===== config.mk =====
export PLATFORM = sky130hd
export DESIGN_NAME = updown_counter_ctrl
export DESIGN_NICKNAME = d
export VERILOG_FILES = /design/src/rtl/updown_counter_ctrl.sv
export SDC_FILE = /design/constraint.sdc
export NUM_CORES = 1
export LEC_CHECK = 0
export ABC_AREA = 1
export CAP_MARGIN = 25
export CORE_ASPECT_RATIO = 1.4
export CORE_MARGIN = 1.5
export CORE_UTILIZATION = 30
export DETAILED_ROUTE_END_ITERATION = 16
export PLACE_DENSITY = 0.52
export SYNTH_ARGS = -nofsm -noshare
export SYNTH_HDL_FRONTEND = slang
export SYNTH_SLANG_ARGS = --single-unit

===== constraint.sdc =====
create_clock -name clk -period 2.35 [get_ports clk]
set_input_delay 0.5875 -clock clk [delete_from_list [all_inputs] [get_ports clk]]
set_output_delay 0.5875 -clock clk [all_outputs]
set_load 0.005 [all_outputs]

===== src/rtl/updown_counter_ctrl.sv =====
// Sweep controller for an external up/down counter: accepts a sweep command,
// loads the counter and steps it up, down or bouncing between lo/hi without wrapping.
module updown_counter_ctrl #(
  parameter int unsigned WIDTH  = 8,
  parameter int unsigned PASS_W = 4
) (
  input  logic              clk,
  input  logic              rst,
  input  logic              cmd_valid,
  output logic              cmd_ready,
  input  logic [1:0]        cmd_mode,
  input  logic [WIDTH-1:0]  cmd_lo,
  input  logic [WIDTH-1:0]  cmd_hi,
  input  logic [PASS_W-1:0] cmd_passes,
  input  logic              abort,
  input  logic [WIDTH-1:0]  cnt_count,
  output logic              cnt_load,
  output logic [WIDTH-1:0]  cnt_load_val,
  output logic              cnt_en,
  output logic              cnt_up_down,
  output logic              busy,
  output logic              done,
  output logic              aborted,
  output logic              err
);

  localparam logic [1:0] MODE_UP     = 2'b00;
  localparam logic [1:0] MODE_DOWN   = 2'b01;
  localparam logic [1:0] MODE_BOUNCE = 2'b10;
  localparam logic [1:0] MODE_RSVD   = 2'b11;

  typedef enum logic [2:0] {
    S_IDLE     = 3'd0,
    S_LOAD     = 3'd1,
    S_RUN_UP   = 3'd2,
    S_RUN_DOWN = 3'd3,
    S_DONE     = 3'd4
  } state_t;

  state_t             state_q;
  state_t             state_d;
  logic [WIDTH-1:0]   lo_q;
  logic [WIDTH-1:0]   hi_q;
  logic [1:0]         mode_q;
  logic [PASS_W-1:0]  pass_q;
  logic [PASS_W-1:0]  pass_d;
  logic               pend_q;
  logic               cnt_load_q;
  logic               done_q;
  logic               accept;
  logic               bad_cmd;
  logic               last_pass;
  logic               err_set;
  logic               abort_hit;

  assign accept    = cmd_valid && cmd_ready;
  assign bad_cmd   = (mode_q == MODE_RSVD) || (lo_q > hi_q);
  // A degenerate range ends on the first endpoint regardless of remaining passes
  assign last_pass = (mode_q != MODE_BOUNCE) || (pass_q == PASS_W'(1)) || (lo_q == hi_q);

  // Abort must cancel a pending load or completion in the very cycle it is raised
  assign cnt_load = cnt_load_q && !abort;
  assign done     = done_q && !abort;

  // Next-state, pass bookkeeping and combinational counter controls
  always_comb begin
    state_d     = state_q;
    pass_d      = pass_q;
    cnt_en      = 1'b0;
    cnt_up_down = 1'b0;
    err_set     = 1'b0;
    abort_hit   = 1'b0;
    unique case (state_q)
      S_IDLE: begin
        if (pend_q) begin
          if (bad_cmd) err_set = 1'b1;
          else         state_d = S_LOAD;
        end
      end
      S_LOAD: begin
        if (abort) begin
          abort_hit = 1'b1;
          state_d   = S_IDLE;
        end else begin
          state_d = (mode_q == MODE_DOWN) ? S_RUN_DOWN : S_RUN_UP;
        end
      end
      S_RUN_UP: begin
        cnt_up_down = 1'b1;
        if (abort) begin
          abort_hit = 1'b1;
          state_d   = S_IDLE;
        end else if (cnt_count != hi_q) begin
          cnt_en = 1'b1;
        end else if (last_pass) begin
          state_d = S_DONE;
        end else begin
          // Turn around on the endpoint without dwelling
          pass_d      = pass_q - PASS_W'(1);
          state_d     = S_RUN_DOWN;
          cnt_en      = 1'b1;
          cnt_up_down = 1'b0;
        end
      end
      S_RUN_DOWN: begin
        cnt_up_down = 1'b0;
        if (abort) begin
          abort_hit = 1'b1;
          state_d   = S_IDLE;
        end else if (cnt_count != lo_q) begin
          cnt_en = 1'b1;
        end else if (last_pass) begin
          state_d = S_DONE;
        end else begin
          pass_d      = pass_q - PASS_W'(1);
          state_d     = S_RUN_UP;
          cnt_en      = 1'b1;
          cnt_up_down = 1'b1;
        end
      end
      S_DONE: begin
        state_d = S_IDLE;
        if (abort) abort_hit = 1'b1;
      end
      default: state_d = S_IDLE;
    endcase
  end

  // State, latched command and registered outputs
  always_ff @(posedge clk) begin
    if (rst) begin
      state_q      <= S_IDLE;
      lo_q         <= '0;
      hi_q         <= '0;
      mode_q       <= MODE_UP;
      pass_q       <= '0;
      pend_q       <= 1'b0;
      cmd_ready    <= 1'b1;
      cnt_load_q   <= 1'b0;
      cnt_load_val <= '0;
      busy         <= 1'b0;
      done_q       <= 1'b0;
      aborted      <= 1'b0;
      err          <= 1'b0;
    end else begin
      state_q <= state_d;
      pend_q  <= accept;
      if (accept) begin
        lo_q   <= cmd_lo;
        hi_q   <= cmd_hi;
        mode_q <= cmd_mode;
        pass_q <= (cmd_passes == '0) ? PASS_W'(1) : cmd_passes;
      end else begin
        pass_q <= pass_d;
      end
      cmd_ready  <= (state_d == S_IDLE) && !accept;
      cnt_load_q <= (state_d == S_LOAD);
      if (state_d == S_LOAD) cnt_load_val <= (mode_q == MODE_DOWN) ? hi_q : lo_q;
      busy    <= (state_d != S_IDLE);
      done_q  <= (state_d == S_DONE);
      aborted <= abort_hit;
      err     <= err_set;
    end
  end

endmodule

# Word level (Yosys, flattened, before mapping)
# Index checks and enable logic that the tools add are counted.
[totals]
reg_bits = 40
latchBits = 0
ramBits = 0
rom_bits = 0
input_bits = 34
output_inout_bits = 16
elab_cells = 87
mem_count = 0
[op_classes]
addsub = 1
mul = 0
div_mod_pow = 0
magnitude_cmp = 1
eq_ne = 17
shift = 0
mux = 34
n_bitwise = 3
n_reduce_logical = 18
[op_table]
columns = ["cell", "n"]
rows = [
  ["$mux 4", 7],
  ["$mux 3", 8],
  ["$ne 8x8->1", 2],
  ["$mux 1", 13],
  ["$ne 3x3->1 const B", 4],
  ["$pmux 3 s4", 1],
  ["$eq 8x8->1", 1],
  ["$gt 8x8->1", 1],
  ["$mux 8", 1],
  ["$pmux 4 s2", 1],
  ["$eq 3x1->1 const B", 2],
  ["$eq 3x2->1 const B", 2],
  ["$eq 3x3->1 const B", 2],
  ["$logic_not 3->1", 2],
  ["$reduce_bool 3->1", 2],
  ["$reduce_and 5->1", 1],
  ["$eq 4x1->1 const B", 1],
  ["$logic_and 1x1->1", 4],
  ["$logic_not 4->1", 1],
  ["$pmux 1 s2", 2],
  ["$reduce_or 4->1", 1],
  ["$sub 4x1->4 const B", 1],
  ["$logic_or 1x1->1", 3],
  ["$not 1->1", 3],
  ["7 further kinds", 8],
]

# Logic depth before layout (Yosys ltp)
[logic_depth]
word_depth = 9
ltp_mapped = 14

# Worst setup path before layout
# No wires, ideal clock.
[synth_path]
kind = "register to output"
startpoint = "register hi_q[7]"
endpoint = "output port cnt_up_down"
arrival_time_ns = 1.345
t_required_ns = 1.762
path_slack_ns = 0.417
path_stages_with_launch = 9
path_buffers = 0
cell_sequence = "dfxtp_1 inv_1 ha_1 nand2_1 nor2_1 nand3_2 nand2_4 nor2_2 o221ai_1"
[synth_via]
elab_chain_len = 6
[synth_rtl]
columns = ["element", "line", "text"]
rows = [
  ["start, declared", "43", "logic [WIDTH-1:0] hi_q;"],
  ["start signal, assigned", "150", "hi_q <= cmd_hi;"],
  ["$eq 8x8->1", "59", "assign last_pass = (mode_q != MODE_BOUNCE) || (pass_q == PASS_W'(1)) || (lo_q == hi_q);"],
  ["$logic_or 1x1->1", "59", ""],
  ["$mux 1 (on tied branches)", "112, 95", ""],
  ["$mux 1 (on tied branches)", "110, 93", ""],
  ["$mux 1 (on tied branches)", "107, 90", ""],
  ["$pmux 1 s2 *", "73", "unique case (state_q)"],
  ["end, declared", "20", "output logic cnt_up_down,"],
]
# Every way passes the cells marked *; elsewhere a longest branch is shown, timed or not.

# Worst setup path after layout
[layout_path]
startpoint = "register hi_q[2]"
endpoint = "output port cnt_en"
[layout_via]
elab_chain_len = 6
[layout_rtl]
columns = ["element", "line", "text"]
rows = [
  ["$eq 8x8->1", "59", ""],
  ["$logic_or 1x1->1", "59", ""],
  ["$mux 1", "95, 112", ""],
  ["$mux 1 (on tied branches)", "110, 93", ""],
  ["$mux 1 (on tied branches)", "107, 90", ""],
  ["$pmux 1 s2 *", "73", ""],
  ["end, declared", "19", "output logic cnt_en,"],
]
# Marked as above.

==> results.cfg <==
[cts]
cts_buffer_depth = 2
hold_buffers = 0
cts_max_level = 2
cts_buffers = 5
clk_latency_ps = 280
cts_tree = yes
clock_sinks = 40
cts_root_buffer = clkbuf_8
clk_pin_slew_ps = 80

[setup_path]
endpoint_kind = output pin
critPathArrivalTime_ps = 1740
critPathLaunch = hi_q[2]
path_cells = inv_2, ha_4, nand2_2, nor2_4, nand3_4, nand2_4, buf_6, nand3_4, nand2_2, nand2_1, buf_2
rr_startpoint = hi_q[2]
criticalPathCategory = flop to output pin
crit_slowest_cell = dfxtp_2
max_stage_delay_ps = 340
cp_data_required_time_ps = 1760
path_max_fanout = 3
crit_path_start_kind = flop

[outcome]
status = finished, final reports clean

[run]
cap_violations = 0

[layout]
nets = 473
drive_above_1_share_pct = 28.9
area_growth_pct = 47.3
fill_cells = 802
antenna_cells = 0
layout_commonest_cell = nand2_1
most-common-layout-cells = nand2_1, buf_4, clkdlybuf4s50_1, inv_1, a21oi_1

[grt]
overflow = 0
grt.total_usage_pct = 14.9
grt_max_degree = 39
grt_pass1_vias = 2275
grt_antenna_before_repair = 0
grt_pass1_wl_microns = 9910

[drt]
antenna_left = 0
drt_iter0_markers = 62
vias_per_cell = 4.40
first_pass_iters = 4
routedWlPerCell_microns = 11.0
drc = 0
drt-total-wl_microns = 5800
vias = 2315

[synthesis]
synth_area_leader_cell = dfxtp_1
synth_nets = 383
ys.warnings.count = 0
ys_seq_area_share_pct = 34.6
synth_cells = 339
netlist.area_leader.share_pct = 34.6
synth.distinct_cells = 28
syn_area_per_cell_sq_um = 6.83
synthArstFlopShare_pct = 0
synthTopCellsByArea = dfxtp_1, nand2_1, inv_1
synth_edf_count = 0
ys_ff_latch = 40
synth-main-ff-cell = dfxtp_1
synth_area_sq_um = 2320

[sta]
skew_ps = 3.83
hold_viol_final = 0
fmax_mhz = 430
slew-limit-headroom_pct = 70.6
rsz0062_at_grt = true
worst_pin_slew_ps = 438
min_period_ps = 2320
fin_hold_ws_ps = 467
slew_violations = 0
fin_crit_sh_pct = 98.9
tns_ps = 0
final-setup-viol-count = 0

[floorplan]
num_io_pins = 50
initial_core_util_pct = 31.3
num_rows = 37
die_area_sq_um = 8260
core_sq_um = 7410
die_y_microns = 107
die_w_microns = 77.3

[min_path]
holdCritPathClass = flop to flop
min_from = cnt_load_val[3]

[placed_design]
io_buffers = 49
gp_routability_congestion = 0.813
dp_hpwl_microns = 4500

[power]
power.total_w = 0.00186
p_per_area_nw_per_um2 = 545
ir_drop_v = 0.000236
p_leak_nw = 1.49
## cells in the mapped netlist, types with 3 or more instances
master    number
a21oi_1       30
clkbuf_1       7
dfxtp_1       40
ha_1          10
inv_1         42
inv_2          7
nand2_1       83
nand2_2        8
nand2_4        4
nand3_1       18
nand3_2        4
nor2_1        25
nor2_2         5
nor2_4         3
nor3_1         6
o21ai_0       29
xnor2_1        7
## state kept, by name, summed over array words and instances, names as in the netlist
| register | cells |
|---|---|
| cnt_load_val | 8 |
| hi_q | 8 |
| lo_q | 8 |
| pass_q | 4 |
| state_q | 3 |
| mode_q | 2 |
| aborted | 1 |
| busy | 1 |
| cmd_ready | 1 |
| cnt_load_q | 1 |
| done_q | 1 |
| err | 1 |
| pend_q | 1 |
## path summary, 6_finish.rpt
check        cells past startpoint               to  slack [ps]
max                             11           cnt_en          30
min                              2  cnt_load_val[3]         470
max reg2reg                     11  cnt_load_val[0]         300
min reg2reg                      2  cnt_load_val[3]         470
## routing by layer
metal  GRT usage [%]  up-vias  wire length [microns]
met2            27.0       48                   2910
met5               0        -                      0
li1                -     1256                      -
met4            5.06        0                     74
met3            1.96        7                    196
met1            17.8     1004                   2620
## final cells by class
cell class                 count  area [sq um]  area share (%)
inverter                      49           184            5.39
tap                           97           121            3.56
clock inverter                 1          5.00           0.147
timing repair buffer          91           771            22.6
clock buffer                   6          72.6            2.13
multi-input combinational    242          1440            42.3
sequential                    40           815            23.9
## what timing repair did
action / in CTS / in global routing
pin swaps: 10 / 8
endpoints found under the setup margin: 4 / 2
setup buffers: 4 / 2
resized for setup: 45 / 28
## where the power goes
part           internal (W)  total, W  switching (W)
sequential         0.000739  0.000780      0.0000414
combinational      0.000309  0.000646       0.000337
clock              0.000202  0.000433       0.000231
total               0.00125   0.00186       0.000609
## per-stage QoR
step / cell area (sq um) / setup slack, ps / std cells / util [%]
6_report: 3410 / 25.5 / 526 / 46.0
4_1_cts: 3390 / 2.44 / 524 / 45.7
3_5_place_dp: 3180 / -578 / 513 / 42.9
3_3_place_gp: 3180 / -573 / 513 / 42.9
2_1_floorplan: 2320 / 417 / 339 / -
5_1_grt: 3410 / -103 / 526 / 46.0
## kinds of logic after synthesis
| family | Yosys count | share of synthesized area (%) |
|---|---|---|
| compound gates | 64 | 14.5 |
| xor+xnor | 8 | 3.03 |
| fa+ha+maj | 10 | 5.40 |
| buf+inv | 57 | 9.24 |
| flops | 40 | 34.6 |
| mux | 1 | 0.432 |
| simple gates | 159 | 32.8 |
## critical path, delay by kind of cell, from the launching register on
| kind | cells | cell delay [ps] |
|---|---|---|
| AND/OR/NAND/NOR | 7 | 580 |
| flip-flops | 1 | 340 |
| buffers and inverters | 3 | 280 |
| adder cells (fa/ha/maj) | 1 | 260 |
(Power assumes the default switching activity.)
